===== src/rtl/hazard_stall_ctrl.sv =====
// rtl/hazard_stall_ctrl.sv - pipeline hazard stall / flush / mul-div freeze controller
//
// Purpose: resolves load-use hazards with a single bubble, flushes IF/ID on a
// taken branch, and freezes the front of the pipe for MULDIV_CYCLES cycles
// while a multi-cycle mul/div executes in EX. Also counts PC-stall cycles.
//
// Ports:
//   clk, rst        clock, asynchronous active-high reset
//   IF_ID_rs/rt     source fields of the instruction in ID
//   ID_uses_rt      ID instruction reads rt
//   ID_EX_rt        destination of the instruction in EX
//   ID_EX_MemRead   EX instruction is a load
//   muldiv_start    EX instruction is a mul/div
//   branch_taken    branch/jump resolved taken in EX
//   PC_write        PC update enable
//   IF_ID_write     IF/ID register enable
//   en_reg          ID/EX register enable
//   ID_EX_bubble    zero the control word entering ID/EX
//   IF_ID_flush     clear IF/ID to NOP
//   muldiv_busy     mul/div freeze in progress
//   muldiv_done     one-cycle pulse as the freeze releases
//   stall_cycles    saturating count of cycles with PC_write=0

module hazard_stall_ctrl #(
  parameter int unsigned MULDIV_CYCLES = 32
) (
  input  logic        clk,
  input  logic        rst,
  input  logic [4:0]  IF_ID_rs,
  input  logic [4:0]  IF_ID_rt,
  input  logic        ID_uses_rt,
  input  logic [4:0]  ID_EX_rt,
  input  logic        ID_EX_MemRead,
  input  logic        muldiv_start,
  input  logic        branch_taken,
  output logic        PC_write,
  output logic        IF_ID_write,
  output logic        en_reg,
  output logic        ID_EX_bubble,
  output logic        IF_ID_flush,
  output logic        muldiv_busy,
  output logic        muldiv_done,
  output logic [15:0] stall_cycles
);

  typedef enum logic [1:0] {
    RUN     = 2'd0,
    MD_BUSY = 2'd1,
    MD_DONE = 2'd2
  } state_t;

  // The start cycle is already one freeze cycle, and MD_BUSY exits on cnt==0,
  // so loading N-2 yields exactly N frozen cycles in total.
  localparam logic [7:0] CNT_LOAD = 8'(MULDIV_CYCLES - 2);

  state_t      state_q, state_d;
  logic [7:0]  cnt_q, cnt_d;
  logic [15:0] stall_q, stall_d;
  logic        lu;

  // Register 0 is hard-wired zero, so a load targeting it never creates a hazard.
  assign lu = ID_EX_MemRead && (ID_EX_rt != 5'd0) &&
              ((ID_EX_rt == IF_ID_rs) || (ID_uses_rt && (ID_EX_rt == IF_ID_rt)));

  always_comb begin
    state_d      = state_q;
    cnt_d        = cnt_q;
    PC_write     = 1'b1;
    IF_ID_write  = 1'b1;
    en_reg       = 1'b1;
    ID_EX_bubble = 1'b0;
    IF_ID_flush  = 1'b0;
    muldiv_busy  = 1'b0;
    muldiv_done  = 1'b0;
    case (state_q)
      RUN: begin
        if (branch_taken) begin
          IF_ID_flush  = 1'b1;
          ID_EX_bubble = 1'b1;
        end else if (muldiv_start) begin
          PC_write    = 1'b0;
          IF_ID_write = 1'b0;
          en_reg      = 1'b0;
          muldiv_busy = 1'b1;
          state_d     = MD_BUSY;
          cnt_d       = CNT_LOAD;
        end else if (lu) begin
          PC_write     = 1'b0;
          IF_ID_write  = 1'b0;
          ID_EX_bubble = 1'b1;
        end
      end
      MD_BUSY: begin
        PC_write    = 1'b0;
        IF_ID_write = 1'b0;
        en_reg      = 1'b0;
        muldiv_busy = 1'b1;
        if (cnt_q == 8'd0) begin
          state_d = MD_DONE;
        end else begin
          cnt_d = cnt_q - 8'd1;
        end
      end
      MD_DONE: begin
        // muldiv_start is still high for the op just finished; ignoring it
        // here is what prevents an immediate retrigger.
        muldiv_done = 1'b1;
        state_d     = RUN;
        if (branch_taken) begin
          IF_ID_flush  = 1'b1;
          ID_EX_bubble = 1'b1;
        end else if (lu) begin
          PC_write     = 1'b0;
          IF_ID_write  = 1'b0;
          ID_EX_bubble = 1'b1;
        end
      end
      default: begin
        state_d = RUN;
      end
    endcase
  end

  always_comb begin
    stall_d = stall_q;
    if (!PC_write && (stall_q != 16'hFFFF)) begin
      stall_d = stall_q + 16'd1;
    end
  end

  always_ff @(posedge clk or posedge rst) begin
    if (rst) begin
      state_q <= RUN;
      cnt_q   <= 8'd0;
      stall_q <= 16'd0;
    end else begin
      state_q <= state_d;
      cnt_q   <= cnt_d;
      stall_q <= stall_d;
    end
  end

  assign stall_cycles = stall_q;

endmodule


===== config.mk =====
export PLATFORM = sky130hd
export DESIGN_NAME = hazard_stall_ctrl
export DESIGN_NICKNAME = d
export VERILOG_FILES = /design/src/rtl/hazard_stall_ctrl.sv
export SDC_FILE = /design/constraint.sdc
export NUM_CORES = 1
export LEC_CHECK = 0
export CAP_MARGIN = 10
export CORE_MARGIN = 2
export CORE_UTILIZATION = 32
export CTS_CLUSTER_SIZE = 14
export DETAILED_ROUTE_END_ITERATION = 8
export DONT_BUFFER_PORTS = 1
export PLACE_DENSITY_LB_ADDON = 0.3
export SETUP_SLACK_MARGIN = 0.02
export SYNTH_ARGS = -nofsm -noshare
export SYNTH_HDL_FRONTEND = slang
export SYNTH_SLANG_ARGS = --single-unit

===== constraint.sdc =====
create_clock -name clk -period 3.15 [get_ports clk]
set_clock_uncertainty 0.05 [all_clocks]
set_input_delay 0.63 -clock clk [delete_from_list [all_inputs] [get_ports clk]]
set_output_delay 0.63 -clock clk [all_outputs]
set_load 0.005 [all_outputs]

Yosys cells after proc, flatten, opt, wreduce, memory -nomap -nowiden
Cells that the tools add are included.

word-level totals
  output and inout bits = 23
  register bits = 26
  input bits = 21
  word-level logic and storage cells = 54

cells by class
  equal/unequal tests = 9
  muxes and demuxes = 27
  add/sub/neg operators = 2
  reductions and logical operators = 13

operators with widths
  operator                                              count
  two-way mux 8 bit                                     3
  adder 16 x 1 -> 16 bit (second input constant)        1
  != test 16 bit (second input constant)                1
  case mux 8 bit (2 select lines)                       1
  two-way mux 1 bit                                     15
  equality test 5 bit                                   2
  zero test 8 bit                                       1
  != test 2 bit (second input constant)                 4
  subtractor 8 x 1 -> 8 bit (second input constant)     1
  two-way mux 2 bit                                     3
  case mux 1 bit (2 select lines)                       3
  nonzero test 5 bit                                    1
  logical AND 1 bit                                     4
  case mux 2 bit (2 select lines)                       1
  AND reduction 4 bit                                   1
  case mux 1 bit (3 select lines)                       1
  AND reduction 3 bit                                   1
  equality test 2 x 1 -> 1 bit (second input constant)  1
  equality test 2 bit (second input constant)           1
  zero test 2 bit                                       1
  nonzero test 2 bit                                    1
  OR reduction 2 bit                                    1
  zero test 1 bit                                       1
  logical OR 1 bit                                      1

Depth between registers and ports, before layout
Gate-level depths: netlist of run 1.

  depth in word-level cells = 10
  depth in mapped cells = 8
  gate-level depth less buffers = 7

Worst setup path before layout of run 1
Ideal clock, no wire load.

  path kind = input to output
  start = input ID_EX_rt[1]
  end = output PC_write
  buffers on the path = 2
  path slack = 579 ps
  stages = 6
  data required time = 2470 ps
  arrival time = 1891 ps
  path through = or4_1 -> o21a_1 -> a31o_4 -> buf_6 -> inv_1 -> buf_4

between the ends
  word-level cells in the longest chain between the ends = 8
  elaborated cells between the ends (all ways) = 12

RTL lines
  item                               line  source
  start, declared                    32    input logic [4:0] ID_EX_rt,
  equality test 5 bit                63    ((ID_EX_rt == IF_ID_rs) || (ID_uses_rt && (ID_EX_rt == IF_ID_rt)));
  logical AND 1 bit                  63
  logical OR 1 bit                   63
  logical AND 1 bit *                62    assign lu = ID_EX_MemRead && (ID_EX_rt != 5'd0) &&
  two-way mux 1 bit *                --
  two-way mux 1 bit (2 in a row)     --
  case mux 1 bit (3 select lines) *  --
  end, declared                      36    output logic PC_write,

Mark *: on every way between the ends. The rest lies on a longest branch, timed or not.

Final worst setup path of run 1
Same ends and word-level chain as after synthesis.

==> out/metrics.cfg, run 1 <==
[floorplan]
fp.coreArea_um2=4384
num_rows=24
start_util_pct=33.30
die_area_um2=5119
die_y_um=71.55
boundaryPins=44
die_x_um=71.55

[clock_tree]
cts-htree-levels=1
clockRootBuffer=clkbuf_8
cts_resized=0
cts_tree=done
clkLatencyLatePin_ns=0.27
clkTransAtPathRegs_ns=0.09
clock_sinks=26
cts_setup_buffers=0
cts.hold.buffers_added=0
numCtsBuffers=3
clockBufferDepth=2

[drt]
wl_um=3000
drc_errors=0
drt-initial-drc-count=39
viasPerCell=5.327
firstDrtPassIters=4
routedWlPerCell_um=15.08
num_vias=1060
ant_nets=0

[global_routing]
grt_pass1_wl_um=4974
antenna_found_initial=0
globalRouteTotalUtil_pct=12.02
grt_max_degree=27
grt_pass1_vias=1060
grt_overflow_total=0

[flow_run]
cap_violations=0

[synth]
synth_fp_nets=172
synth-compound-area-share_pct=5.741
postSynthCellCount=148
synth.avg_cell_area_um2=9.866
synth.ff_latch_count=26
synthMuxAreaShare_pct=0.7712
syn_area_um2=1460
async_reset_ff_share_pct=100.0
yosysUniqueCellTypes=30
synthSimpleGateAreaFrac_pct=24.08
ys_top_cells_by_count=dfrtp_1 (26), xnor2_1 (26), nand3_1 (14)
ys_seq_area_share_pct=44.56
yosysTopAreaCell=dfrtp_1
synth_top_family_by_area=simple AND/OR/NAND/NOR gates
yosys.area.top_type_share_pct=44.56
synth_ff_type=dfrtp_1
synth.area.top_cells=dfrtp_1 (45%), xnor2_1 (16%), and3_1 (5.1%)
synth_xor_area_share_pct=17.99
synthAdderAreaFrac_pct=2.571
synth_edf_count=0
yosysWarningCount=0

[worst_setup_path]
start_kind=input port
cp_max_fo=16
arrival_ns=1.79
cp.required_ns=2.47
regToRegSetupSlack_ns=1.04
worstSetupEndpointType=output port
crit_type=in2out

[pwr]
p_per_area_nw_per_um2=773.7
total_power_uw=1210
leakage_uw=0.0006754
ir_drop_v=0.0005578

[place]
place_congestion=0.8278
dp.cells=195
dp_hpwl_um=2270
port_buffers=0
preCtsSetupSlack_ns=0.6857
postPlaceCellArea_um2=1493

[sta]
finalSetupViolCount=0
worstMarginPinSlew_ns=0.9863
tns_ns=0
fmax_mhz=404.7
fin_crit_ns=2.471
finalWorstSetupSlack_ns=0.6791
max_slew_margin_pct=34.17
hold_viol=0
period_share_pct=78.44
rsz0062_at_grt=no
drv_slew=0

[outcome]
status=finished, final reports clean

[finish]
nNetsFinal=172
drive_gt1_share_pct=5.442
nFillCells=433
n_antenna_cell=0
final_area_um2=1564
fin_cells=199
multi_input_area_um2=747.0
seq_area_um2=650.6
syn_to_final_growth_pct=7.112

[hold_path]
hp-class=reg2reg

## worst max-delay path: stages
cell and delay, ns:
or4_1 0.52, o21a_1 0.21, a31o_4 0.30, inv_1 0.12
## report_power, final
| part | leakage (µW) | switching, µW | internal (µW) | total [µW] |
|---|---|---|---|---|
| logic | 0.000311 | 187 | 169 | 356 |
| registers | 0.000328 | 137 | 440 | 577 |
| clock network | 0.0000357 | 107 | 170 | 277 |
| total | 0.000675 | 431 | 779 | 1210 |
## layout by cell type (no fill, tap or decap), types with 2 or more instances in the layout
| master | synthesis | routed |
|---|---|---|
| dfrtp_1 | 26 | 26 |
| nor2_1 | 11 | 11 |
| xnor2_1 | 26 | 26 |
| clkbuf_8 | 0 | 3 |
| nand3_1 | 14 | 14 |
| o21ai_0 | 2 | 2 |
| nor2b_1 | 2 | 2 |
| o21a_1 | 3 | 3 |
| nand4_1 | 8 | 8 |
| and3_1 | 12 | 12 |
| ha_1 | 3 | 3 |
| nor4_1 | 2 | 2 |
| nand2_1 | 7 | 7 |
| xor2_1 | 4 | 4 |
| nor3_1 | 4 | 4 |
| inv_1 | 8 | 8 |
## layout make-up
class | count | area share [%]
well taps | 52 | 4.160
clock buffers | 3 | 2.640
flip-flops and latches | 26 | 41.60
clock inverters | 1 | 1.920
inverters | 8 | 1.920
multi-input cells | 109 | 47.76
## path summary, 6_finish.rpt
kind                                               end                        start  depth (start not counted)
setup / recovery                              PC_write                  ID_EX_rt[1]                          4
hold / removal                  state_q[1]$_DFFE_PP0P_       state_q[1]$_DFFE_PP0P_                          1
setup reg to reg           stall_cycles[1]$_DFFE_PP0P_  stall_cycles[5]$_DFFE_PP0P_                          6
hold reg to reg                 state_q[1]$_DFFE_PP0P_       state_q[1]$_DFFE_PP0P_                          1
max in group asynchronous       state_q[0]$_DFFE_PP0P_                          rst                          1
min in group asynchronous  stall_cycles[8]$_DFFE_PP0P_                          rst                          1
## sequential cells by signal, summed over array words and instances (netlist names)
register,cells
stall_cycles,16
state_q,2
cnt_q,8
## kinds of logic (layout without fill, tap and decap cells)
family | Yosys count | count (layout)
muxes | 1 | 1
adders and majority gates | 3 | 3
DFF | 26 | 26
buffers and inverters | 13 | 12
xor gates and xnor gates | 30 | 30
and+or+nand+nor | 64 | 64
AOI/OAI and AO/OA | 11 | 11
## layer usage
metal,up-vias,GRT usage [%],part of all wire [%]
met4,0,1.258,0.57
met1,522,13.49,41
met5,-,0,0
met3,2,4.219,5.2
met2,26,22.53,53
li1,510,-,-
## stage by stage
stage          util, %  hold WS, ns
6_report         35.67       0.3903
5_1_grt          35.67       0.4302
4_1_cts          35.67       0.3955
3_5_place_dp     34.05       0.3832
3_3_place_gp     34.05       0.3752
2_1_floorplan        -       0.3614
(Power assumes the default switching activity.)
==> run 2, diff against run 1 <==
- clock period: 3.15 -> 2.15 ns (I/O delays scaled with it)
==> out/metrics.cfg, run 2 (synthesis gave the netlist of run 1 again) <==
[sta]
finalSetupViolCount=0
worstMarginPinSlew_ns=0.4084
rsz0062_at_grt=no
max_slew_margin_pct=72.67
hold_viol=0
fin_crit_ns=1.977
period_share_pct=91.95
drv_slew=0
fmax_mhz=505.8

[drt]
wl_um=2987
drc_errors=0
drt-initial-drc-count=62
viasPerCell=5.387
routedWlPerCell_um=14.64
ant_nets=0
firstDrtPassIters=4
num_vias=1099

[place]
dp_hpwl_um=2300
postPlaceCellArea_um2=1533
port_buffers=0
place_congestion=0.8025

[clock_tree]
cts_resized=0
cts.hold.buffers_added=0
cts_tree=done
clock_sinks=26
clockRootBuffer=clkbuf_8
clkLatencyLatePin_ns=0.27
cts-htree-levels=1
cts_setup_buffers=0
clockBufferDepth=2
clkTransAtPathRegs_ns=0.09
numCtsBuffers=3

[pwr]
ir_drop_v=0.0005500
p_per_area_nw_per_um2=1129
leakage_uw=0.0006963

[worst_setup_path]
path_buf_inv=1
path_delay_family=simple AND/OR/NAND/NOR gates
crit_chain=or4_1 > o21a_1 > a31o_4 > inv_4
worstSetupEndpointType=output port
cp_max_fo=3
crit_type=in2out
slowest_stage=or4_1
arrival_ns=1.50
max_stage_delay_ns=0.51
cp.required_ns=1.67
start_kind=input port
r2r.worst_path.cells=6
crit_cells=4

[finish]
seq_area_um2=650.6
syn_to_final_growth_pct=9.854
largest_register_ffs=16
final_cell_mix=xnor2_1 (26), dfrtp_1 (26), nand3_1 (14)
nNetsFinal=177
final_area_um2=1604
multi_input_area_um2=747.0
nFillCells=457
drive_gt1_share_pct=9.211
final_util_pct=36.59
n_antenna_cell=0

[floorplan]
fp.coreArea_um2=4384
boundaryPins=44
start_util_pct=33.30
die_y_um=71.55
num_rows=24
die_x_um=71.55
die_area_um2=5119

[global_routing]
antenna_found_initial=0
globalRouteTotalUtil_pct=12.43
grt_pass1_wl_um=5057
grt_max_degree=27
grt_overflow_total=0
grt_pass1_vias=1049

[hold_path]
hp-class=in2async

[outcome]
status=finished, final reports clean

[flow_run]
cap_violations=0

[run 2: changes by cell type in the layout (fill, tap and decap cells not counted), sizes merged]
| cell | previous run | this run |
|---|---|---|
| buf | 0 | 5 |
[run 2: final cells by class]
type / instances / area share (%)
Sequential cell: 26 / 40.56
Clock buffer: 3 / 2.574
Multi-Input combinational cell: 109 / 46.57
Inverter: 8 / 2.028
Tap cell: 52 / 4.056
Clock inverter: 1 / 1.872
Timing Repair Buffer: 5 / 2.340
[run 2: where the power goes]
group / leakage (µW) / total [µW] / internal [µW] / switching, µW
Sequential: 0.000328 / 834 / 644 / 189
Clock: 0.0000357 / 400 / 249 / 151
Combinational: 0.000332 / 577 / 274 / 303
Total: 0.000696 / 1810 / 1170 / 643
[run 2: worst paths after layout]
| path | startpoint | to | slack (ns) |
|---|---|---|---|
| worst max-delay path | ID_EX_rt[4] | PC_write | 0.17 |
| worst min-delay path | rst | stall_cycles[7]$_DFFE_PP0P_ | 0.04 |
| worst max register to register | stall_cycles[6]$_DFFE_PP0P_ | stall_cycles[1]$_DFFE_PP0P_ | 0.21 |
| worst min register to register | state_q[1]$_DFFE_PP0P_ | state_q[1]$_DFFE_PP0P_ | 0.39 |
| max in group asynchronous | rst | stall_cycles[1]$_DFFE_PP0P_ | 1.76 |
| min in group clk | branch_taken | cnt_q[6]$_DFFE_PP0P_ | 0.29 |
[run 2: routing by layer]
| layer | routed length, µm | track usage, % | up-vias | part of all wire [%] |
|---|---|---|---|---|
| met2 | 1536 | 21.40 | 30 | 51 |
| met4 | 19 | 2.516 | 0 | 0.64 |
| met3 | 178 | 3.797 | 2 | 6.0 |
| met5 | 0 | 0 | - | 0 |
| li1 | - | - | 524 | - |
| met1 | 1253 | 15.44 | 543 | 42 |
[run 2: stage by stage]
step                      setup TNS, ns  setup slack (ns)  total power [µW]  instances  hold WS [ns]
after global routing                  0            0.1062              1958        204       0.06313
after detailed placement              0            0.1031              1428        200        0.3532
after global placement                0            0.1258              1394        200        0.3494
after CTS                             0            0.1649              1840        204       0.05078
final                                 0            0.1730              1811        204       0.04475
after floorplan               -0.005850         -0.005850              1288        148        0.3614
[run 2: worst reg2reg max path, delay by kind of cell (launching register included)]
kind             cells  cell delay (ns)
DFF                  1             0.45
and+or+nand+nor      5             0.98
muxes                1             0.33
